## src/rtl/tohost_pkg.sv

```systemverilog
// Shared types and constants for the tohost monitor: run-state encoding,
// the riscv-tests pass word and the default console-character tag.
package tohost_pkg;

    typedef enum logic [1:0] {
        ST_RUN     = 2'd0,
        ST_PASS    = 2'd1,
        ST_FAIL    = 2'd2,
        ST_TIMEOUT = 2'd3
    } tohost_state_t;

    localparam logic [31:0] TOHOST_PASS      = 32'h0000_0001;
    localparam logic [15:0] CHAR_TAG_DEFAULT = 16'h0101;

endpackage

```

## src/rtl/tohost_char_fifo.sv

```systemverilog
// Synchronous FIFO for console characters. Extra pointer MSB distinguishes
// full from empty; head reads as zero while the FIFO is empty.
module tohost_char_fifo #(
    parameter int WIDTH = 8,
    parameter int DEPTH = 8
) (
    input  logic             clk,
    input  logic             rst,
    input  logic             push,
    input  logic [WIDTH-1:0] push_data,
    output logic             full,
    input  logic             pop,
    output logic             empty,
    output logic [WIDTH-1:0] head
);

    localparam int AW = $clog2(DEPTH);

    logic [AW:0]      wr_ptr;
    logic [AW:0]      rd_ptr;
    logic [WIDTH-1:0] mem [DEPTH];
    logic             do_push;
    logic             do_pop;

    assign empty = (wr_ptr == rd_ptr);
    assign full  = (wr_ptr[AW] != rd_ptr[AW]) && (wr_ptr[AW-1:0] == rd_ptr[AW-1:0]);

    // A pop in the same cycle frees the slot, so a push into a full FIFO is still taken.
    assign do_pop  = pop && !empty;
    assign do_push = push && (!full || do_pop);

    assign head = empty ? '0 : mem[rd_ptr[AW-1:0]];

    always_ff @(posedge clk) begin
        if (rst) begin
            wr_ptr <= '0;
            rd_ptr <= '0;
        end else begin
            if (do_push) wr_ptr <= wr_ptr + 1'b1;
            if (do_pop)  rd_ptr <= rd_ptr + 1'b1;
        end
    end

    always_ff @(posedge clk) begin
        if (do_push) mem[wr_ptr[AW-1:0]] <= push_data;
    end

endmodule

```

## src/rtl/tohost_monitor.sv

```systemverilog
// Decodes the riscv-tests tohost word into sticky pass/fail/timeout status,
// counts run cycles, and queues console characters for a valid/ready consumer.
module tohost_monitor
    import tohost_pkg::*;
#(
    parameter logic [31:0] TIMEOUT_CYCLES = 32'd1000000,
    parameter int          CHAR_DEPTH     = 8,
    parameter logic [15:0] CHAR_TAG       = CHAR_TAG_DEFAULT
) (
    input  logic          clk,
    input  logic          rst,
    input  logic [31:0]   tohost_csr,
    output logic          done,
    output logic          pass,
    output logic          fail,
    output logic [30:0]   fail_code,
    output logic          timeout,
    output logic [31:0]   cycles,
    output logic          char_valid,
    output logic [7:0]    char_data,
    input  logic          char_ready,
    output logic          char_overflow,
    output tohost_state_t state_dbg
);

    tohost_state_t state;
    tohost_state_t state_nx;
    logic [31:0]   prev;
    logic          ev;
    logic          running;
    logic          is_pass;
    logic          is_fail;
    logic          is_char;
    logic          wd_hit;
    logic          fifo_full;
    logic          fifo_empty;
    logic          char_pop;

    // A stalled pipeline repeats the same word; only a change to a nonzero value is an event.
    assign ev      = (tohost_csr != 32'd0) && (tohost_csr != prev);
    assign running = (state == ST_RUN);
    assign is_pass = ev && running && (tohost_csr == TOHOST_PASS);
    assign is_fail = ev && running && tohost_csr[0] && (tohost_csr != TOHOST_PASS);
    assign is_char = ev && running && !tohost_csr[0] && (tohost_csr[31:16] == CHAR_TAG);
    assign wd_hit  = (TIMEOUT_CYCLES != 32'd0) && (cycles == TIMEOUT_CYCLES);

    always_comb begin
        state_nx = state;
        case (state)
            ST_RUN: begin
                if (is_pass)      state_nx = ST_PASS;
                else if (is_fail) state_nx = ST_FAIL;
                else if (wd_hit)  state_nx = ST_TIMEOUT;
            end
            default: state_nx = state;
        endcase
    end

    always_ff @(posedge clk) begin
        if (rst) begin
            state         <= ST_RUN;
            prev          <= '0;
            cycles        <= '0;
            fail_code     <= '0;
            char_overflow <= 1'b0;
        end else begin
            state <= state_nx;
            prev  <= tohost_csr;
            if (running && (cycles != 32'hFFFF_FFFF)) cycles <= cycles + 32'd1;
            if (is_fail) fail_code <= tohost_csr[31:1];
            if (is_char && fifo_full && !char_pop) char_overflow <= 1'b1;
        end
    end

    assign done      = (state != ST_RUN);
    assign pass      = (state == ST_PASS);
    assign fail      = (state == ST_FAIL);
    assign timeout   = (state == ST_TIMEOUT);
    assign state_dbg = state;

    // Drain handshake: char_data is the head whenever char_valid is high and is
    // consumed on any edge where char_valid && char_ready; it holds otherwise.
    assign char_valid = !fifo_empty;
    assign char_pop   = char_valid && char_ready;

    tohost_char_fifo #(
        .WIDTH (8),
        .DEPTH (CHAR_DEPTH)
    ) u_char_fifo (
        .clk       (clk),
        .rst       (rst),
        .push      (is_char),
        .push_data (tohost_csr[15:8]),
        .full      (fifo_full),
        .pop       (char_pop),
        .empty     (fifo_empty),
        .head      (char_data)
    );

endmodule

```

## config.mk

```make
export PLATFORM = sky130hd
export DESIGN_NAME = tohost_monitor
export DESIGN_NICKNAME = d
export VERILOG_FILES = /design/src/rtl/tohost_pkg.sv /design/src/rtl/tohost_char_fifo.sv /design/src/rtl/tohost_monitor.sv
export SDC_FILE = /design/constraint.sdc
export NUM_CORES = 1
export LEC_CHECK = 0
export ABC_AREA = 0
export BUFFER_PORTS_ARGS = -buffer_cell sky130_fd_sc_hd__buf_2
export CORE_MARGIN = 5
export CORE_UTILIZATION = 61
export DETAILED_ROUTE_END_ITERATION = 10
export PLACE_DENSITY = 0.83
export RECOVER_POWER = 50
export SKIP_CTS_REPAIR_TIMING = 1
export SYNTH_ARGS = -nofsm -noshare
export SYNTH_HDL_FRONTEND = slang
export SYNTH_SLANG_ARGS = --single-unit
```

## constraint.sdc

```tcl
create_clock -name clk -period 8.9 [get_ports clk]
set_input_delay 2.225 -clock clk [delete_from_list [all_inputs] [get_ports clk]]
set_output_delay 2.225 -clock clk [all_outputs]
set_load 0.005 [all_outputs]
```

---- Yosys cells after proc, flatten, opt, wreduce, memory -nomap -nowiden ----
Memory sizes are Yosys's and may differ from the RTL's. A register that Yosys moved wholly into a read port is not among the register bits.
Index checks and enable logic that the tools add are counted.
W data, S select, Z words.
cells by class
  multiplexer cells ....................... 8
  reductions and logical operators ........ 24
  eq/ne operators ......................... 12
  $add $sub $neg .......................... 3
operator list
  operator                 number
  $add A32 B1 Y32 const B  1
  $eq A32 B1 Y1 const B    1
  $eq A32 B20 Y1 const B   1
  $ne A32 B1 Y1 const B    1
  $ne A32 B32 Y1           1
  $ne A32 B32 Y1 const B   1
  $reduce_bool A32 Y1      1
  $eq A16 B9 Y1 const B    1
  $logic_and A1 B1 Y1      14
  $add A4 B1 Y4 const B    2
  $mux W8                  1
  $mux W2                  3
  $mux W3                  2
  $eq A2 B2 Y1 const B     2
  $eq A4 B4 Y1             1
  $logic_not A1 Y1         4
  $eq A3 B3 Y1             1
  $reduce_bool A3 Y1       1
  $eq A2 B1 Y1 const B     1
  $logic_not A2 Y1         1
  $mux W1                  2
  $reduce_and A2 Y1        1
  $reduce_bool A2 Y1       1
  $logic_or A1 B1 Y1       1
  $ne A1 B1 Y1             1
word-level totals
  RAM bits ................................ 64
  memories ................................ 1
  input port bits ......................... 35
  output and inout bits ................... 79
  bits in registers ....................... 106
  logic and storage cells ................. 55
memories
  name             depth  width  read ports  clocked after Yosys merged registers in  wr ports  RTL line                RTL
  u_char_fifo.mem  8      8      1           1                                        1         tohost_char_fifo.sv:21  logic [WIDTH-1:0] mem [DEPTH];

---- Longest topological paths before layout ----
  depth in word-level cells ............... 8
  depth in mapped cells ................... 9
  gate-level depth less buffers ........... 7

---- By module ----
From an unflattened synthesis, not the netlist that was laid out.
second synthesis, totals
  cells, all modules ...................... 664
  area total of the unflattened synthesis .. 7408.4 sq um
modules (own cells, without submodules)
  module            sequential area each (sq um)  area each (sq um)  cells an instance  times used
  tohost_monitor    1961.9                        4314.1             491                1
  tohost_char_fifo  2142.1                        3094.2             173                1

---- Worst setup path before layout ----
No wires, ideal clock.
  path kind ............................... input-to-reg
  start ................................... input port tohost_csr[31]
  end ..................................... memory u_char_fifo.mem[1][0], enable pin
  path buffers ............................ 0
  setup slack ............................. 4.408 ns
  data arrival time ....................... 4.094 ns
  required time ........................... 8.502 ns
  setup time .............................. 0.398 ns
  stages on the path ...................... 5
  cell sequence ........................... nor4_1 > nand4_1 > nor3_1 > nand3_1 > nor4b_1
between the ends
  word-level cells in the longest chain between the ends .. 8
  elaborated cells on any way between the ends .. 10
  classes of those cells .................. eq/ne (2); mux (2); reduce/logical (6)
ends and longest elaborated chain
  what                                                   RTL line                RTL
  from (decl)                                            tohost_monitor.sv:12    input logic [31:0] tohost_csr,
  $ne A32 B32 Y1 or $reduce_bool A32 Y1 (tied branches)  tohost_monitor.sv:40    assign ev = (tohost_csr != 32'd0) && (tohost_csr != prev);
  $logic_and A1 B1 Y1                                    tohost_monitor.sv:40
  $logic_and A1 B1 Y1 (2 in series)                      tohost_monitor.sv:44    assign is_char = ev && running && !tohost_csr[0] && (tohost_csr[31:16] == CHAR_TAG);
  $logic_and A1 B1 Y1 *                                  tohost_monitor.sv:44
  $logic_and A1 B1 Y1 *                                  tohost_char_fifo.sv:30  assign do_push = push && (!full || do_pop);
  $mux W1 *                                              tohost_char_fifo.sv:45  if (do_push) mem[wr_ptr[AW-1:0]] <= push_data;
  $mux W1 (implied by the code) *                        tohost_char_fifo.sv:45
  to (decl)                                              tohost_char_fifo.sv:21
Every way passes the cells marked *; elsewhere a longest branch is shown, timed or not.

==> results.sh <==
export IMPL_fmax_mhz=180
export IMPL_max_cap_viol_count=1
export IMPL_cp_slowest_cell="clkbuf_1"
export IMPL_drv_slew=109
export IMPL_dieArea_um2=14100
export IMPL_die_width_um=119
export IMPL_die_h_um=119
export IMPL_worstHoldStart="fail_code[13]$_SDFFE_PP0P_"
export IMPL_viasPerCell=5.94
export IMPL_power_per_cell_area_nw_per_um2=199
export IMPL_numPortBuffers=113
export IMPL_r2r_end="u_char_fifo.mem[3][5]$_DFFE_PP_"
export IMPL_maxSlewHeadroom_pct=-199
export IMPL_period_share_pct=62.5
export IMPL_coreArea_um2=11500
export IMPL_hpwl_um=10800
export IMPL_wl_um=16000
export IMPL_worstPathMaxFanout=108
export IMPL_dpl_cell_area_um2=7830
export IMPL_first_global_vias=5267
export IMPL_cts_inserted_buffers=17
export IMPL_synth_avg_cell_area_um2=11.2
export IMPL_hold_end="fail_code[13]$_SDFFE_PP0P_"
export IMPL_r2r_start="state_dbg[1]$_SDFFE_PP0P_"
export IMPL_clkLatencyLatePin_ns=0.43
export IMPL_endpoint_kind="register"
export IMPL_start_util_pct=62.7
export IMPL_crit_family="buffers and inverters"
export IMPL_fin_crit_ns=5.57
export IMPL_grt_pass1_wl_um=26700
export IMPL_netlist_area_um2=7190
export IMPL_cts_sinks=173
export IMPL_r2r_cells=5
export IMPL_cts_root_buf="clkbuf_16"
export IMPL_rows=39
export IMPL_yosysWarnings=0
export IMPL_crit_buf_inv=1
export IMPL_synth_fp_nets=682
export IMPL_startpoint_type="primary input"
export IMPL_hold_viol_final=0
export IMPL_gp_congestion=0.883
export IMPL_vias=5345
export IMPL_crit_arrival_ns=5.88
export IMPL_layout_commonest_cell="dfxtp_1"
export IMPL_synth_top_area_cell="dfxtp_1"
export IMPL_final_cell_mix="dfxtp_1 (109), buf_2 (91), edfxtp_1 (64), nor2_1 (55), xor2_1 (53)"
export IMPL_grt_antenna_before_repair=0
export IMPL_syn_inst=643
export IMPL_antennaDiodeCount=0
export IMPL_finalSetupViolations=0
export IMPL_yosys_top_cells_area="dfxtp_1 (30%), edfxtp_1 (27%), xor2_1 (6.5%)"
export IMPL_syn_to_final_growth_pct=16.5
export IMPL_post_drt_wl_per_cell_um=17.8
export IMPL_hold_class="register to register"
export IMPL_grt_use_total_pct=23.1
export IMPL_clk_pin_slew_worst_paths_ns=0.07
export IMPL_yosysSeqAreaShare_pct=57.1
export IMPL_yosys_area_top_type_share_pct=30.4
export IMPL_cts_max_path_buffers=2
export IMPL_tns_ns=0
export IMPL_leakagePower_nw=3.13
export IMPL_crit_required_ns=9.22
export IMPL_regToRegSetupSlack_ns=6.15
export IMPL_final_cell_area_um2=8370
export IMPL_grt_max_degree=109
export IMPL_path_cells="clkbuf_1 > nor2b_1 > mux2_4"
export IMPL_irDropWorstVdd_v=0.000174
export IMPL_critPathKind="primary input to register"
export IMPL_worstMarginPinSlew_ns=4.49
export IMPL_grt_overflow=0
export IMPL_ys_types=44
export IMPL_firstDrtPassIters=5
export IMPL_ant_nets=0
export IMPL_violations="max-capacitance violations, max-slew violations"
export IMPL_hold_depth=2
export IMPL_drt_iter0_drc=460
export IMPL_h_tree_depth=4
export IMPL_layout_nets=783
export IMPL_ys_ff_latch=173
export IMPL_fillers=783
export IMPL_layout_drive_gt1_share_pct=20.7
export IMPL_ios=114
export IMPL_drc=0
export IMPL_critPathMaxStageDelay_ns=3.09
export IMPL_cts_tree="built"
export IMPL_rsz0062_at_grt="no"
export IMPL_fin_skew_ns=0.00512
export IMPL_status="finished, violations left"
[cells by family (layout without fill, tap and decap cells)]
logic type	count (synthesis)	after routing	share of synthesized area (%)
AO/OA/AOI/OAI	90	90	6.84
XOR/XNOR	64	64	7.80
adder cells (fa/ha/maj)	4	4	0.697
buffers and inverters	48	162	2.84
flip-flops	173	173	57.1
multiplexers	26	26	6.48
AND/OR/NAND/NOR	238	238	18.2
[per-layer routing]
metal	vias up	track usage (%)	wire (um)
li1	2528	-	-
met1	2585	31.6	7030
met2	205	36.7	7770
met3	27	6.02	1030
met4	0	6.38	208
met5	-	0	0
[worst max-delay path by stage]
| stage | start | cells after the start | to |
|---|---|---|---|
| floorplan | tohost_csr[31] | 5 | u_char_fifo.mem[1][0]$_DFFE_PP_ |
| global placement | tohost_csr[25] | 6 | u_char_fifo.mem[6][1]$_DFFE_PP_ |
| detailed placement | tohost_csr[25] | 6 | u_char_fifo.mem[3][0]$_DFFE_PP_ |
| CTS | register | 4 | char_data[7] |
| global route | rst | 3 | u_char_fifo.wr_ptr[3]$_SDFFE_PP0P_ |
| finish | rst | 3 | u_char_fifo.wr_ptr[3]$_SDFFE_PP0P_ |
[where the power goes]
part	switching [mW]	internal, mW
combinational	0.0667	0.0400
sequential	0.0138	0.840
clock	0.335	0.373
[through the flow]
stage                     worst slack [ns]  utilization, %  std cells  power (mW)  hold WS, ns
final                                 3.33            73.0        900        1.67        0.477
after global routing                  2.97            73.0        900        1.73        0.509
after CTS                             4.11            73.3        900        1.68        0.474
after detailed placement              4.07            68.3        868       0.977        0.464
after global placement                4.09            68.3        868       0.973        0.452
after floorplan                       4.41               -        643       0.927        0.461
[cell type report]
class	count	area, um^2	area share, %
well taps	143	179	2.14
flip-flops and latches	173	4100	49.0
repair buffers	119	583	6.97
clock buffers	17	425	5.08
clock inverters	15	148	1.76
multi-input cells	422	2890	34.5
inverters	11	41.3	0.493
[synth_stat cells]
cell	n
o21ai_0	38
buf_1	4
nand3_1	50
o2111a_1	1
nor4b_1	7
nor3_4	1
nand4_1	19
mux2i_1	9
ha_1	4
a31oi_2	1
a31oi_1	1
a311oi_1	1
mux2_4	1
nor2b_1	35
o211ai_2	1
and2_1	1
inv_1	11
xor2_1	53
and2_2	1
nand3_2	1
nor4_1	23
or4_1	1
or2_2	1
nand2_1	16
a21oi_1	44
nor2_1	55
nor3_1	5
nor3_2	1
o211a_1	1
clkbuf_2	1
buf_6	1
nand3b_1	2
nand4_4	1
or3_1	9
and4_1	5
edfxtp_1	64
mux4_2	16
xnor2_1	11
a21o_1	1
a211oi_2	1
buf_2	12
and3_1	4
dfxtp_1	109
clkbuf_1	19
[worst register-to-register path, cell delays in order (launching register included)]
cell     delay [ns]
dfxtp_1        0.38
nor2_1         0.28
inv_1          0.22
nor3_1         0.29
nand3_1        0.29
nor3_1         0.92
[registers in the layout, summed over array words and instances (netlist names), named ones only]
signal              flops
u_char_fifo.mem        64
cycles                 32
prev                   32
fail_code              31
u_char_fifo.rd_ptr      4
u_char_fifo.wr_ptr      4
state_dbg               2
char_overflow           1
No activity file was read; power rests on OpenSTA's default activity.
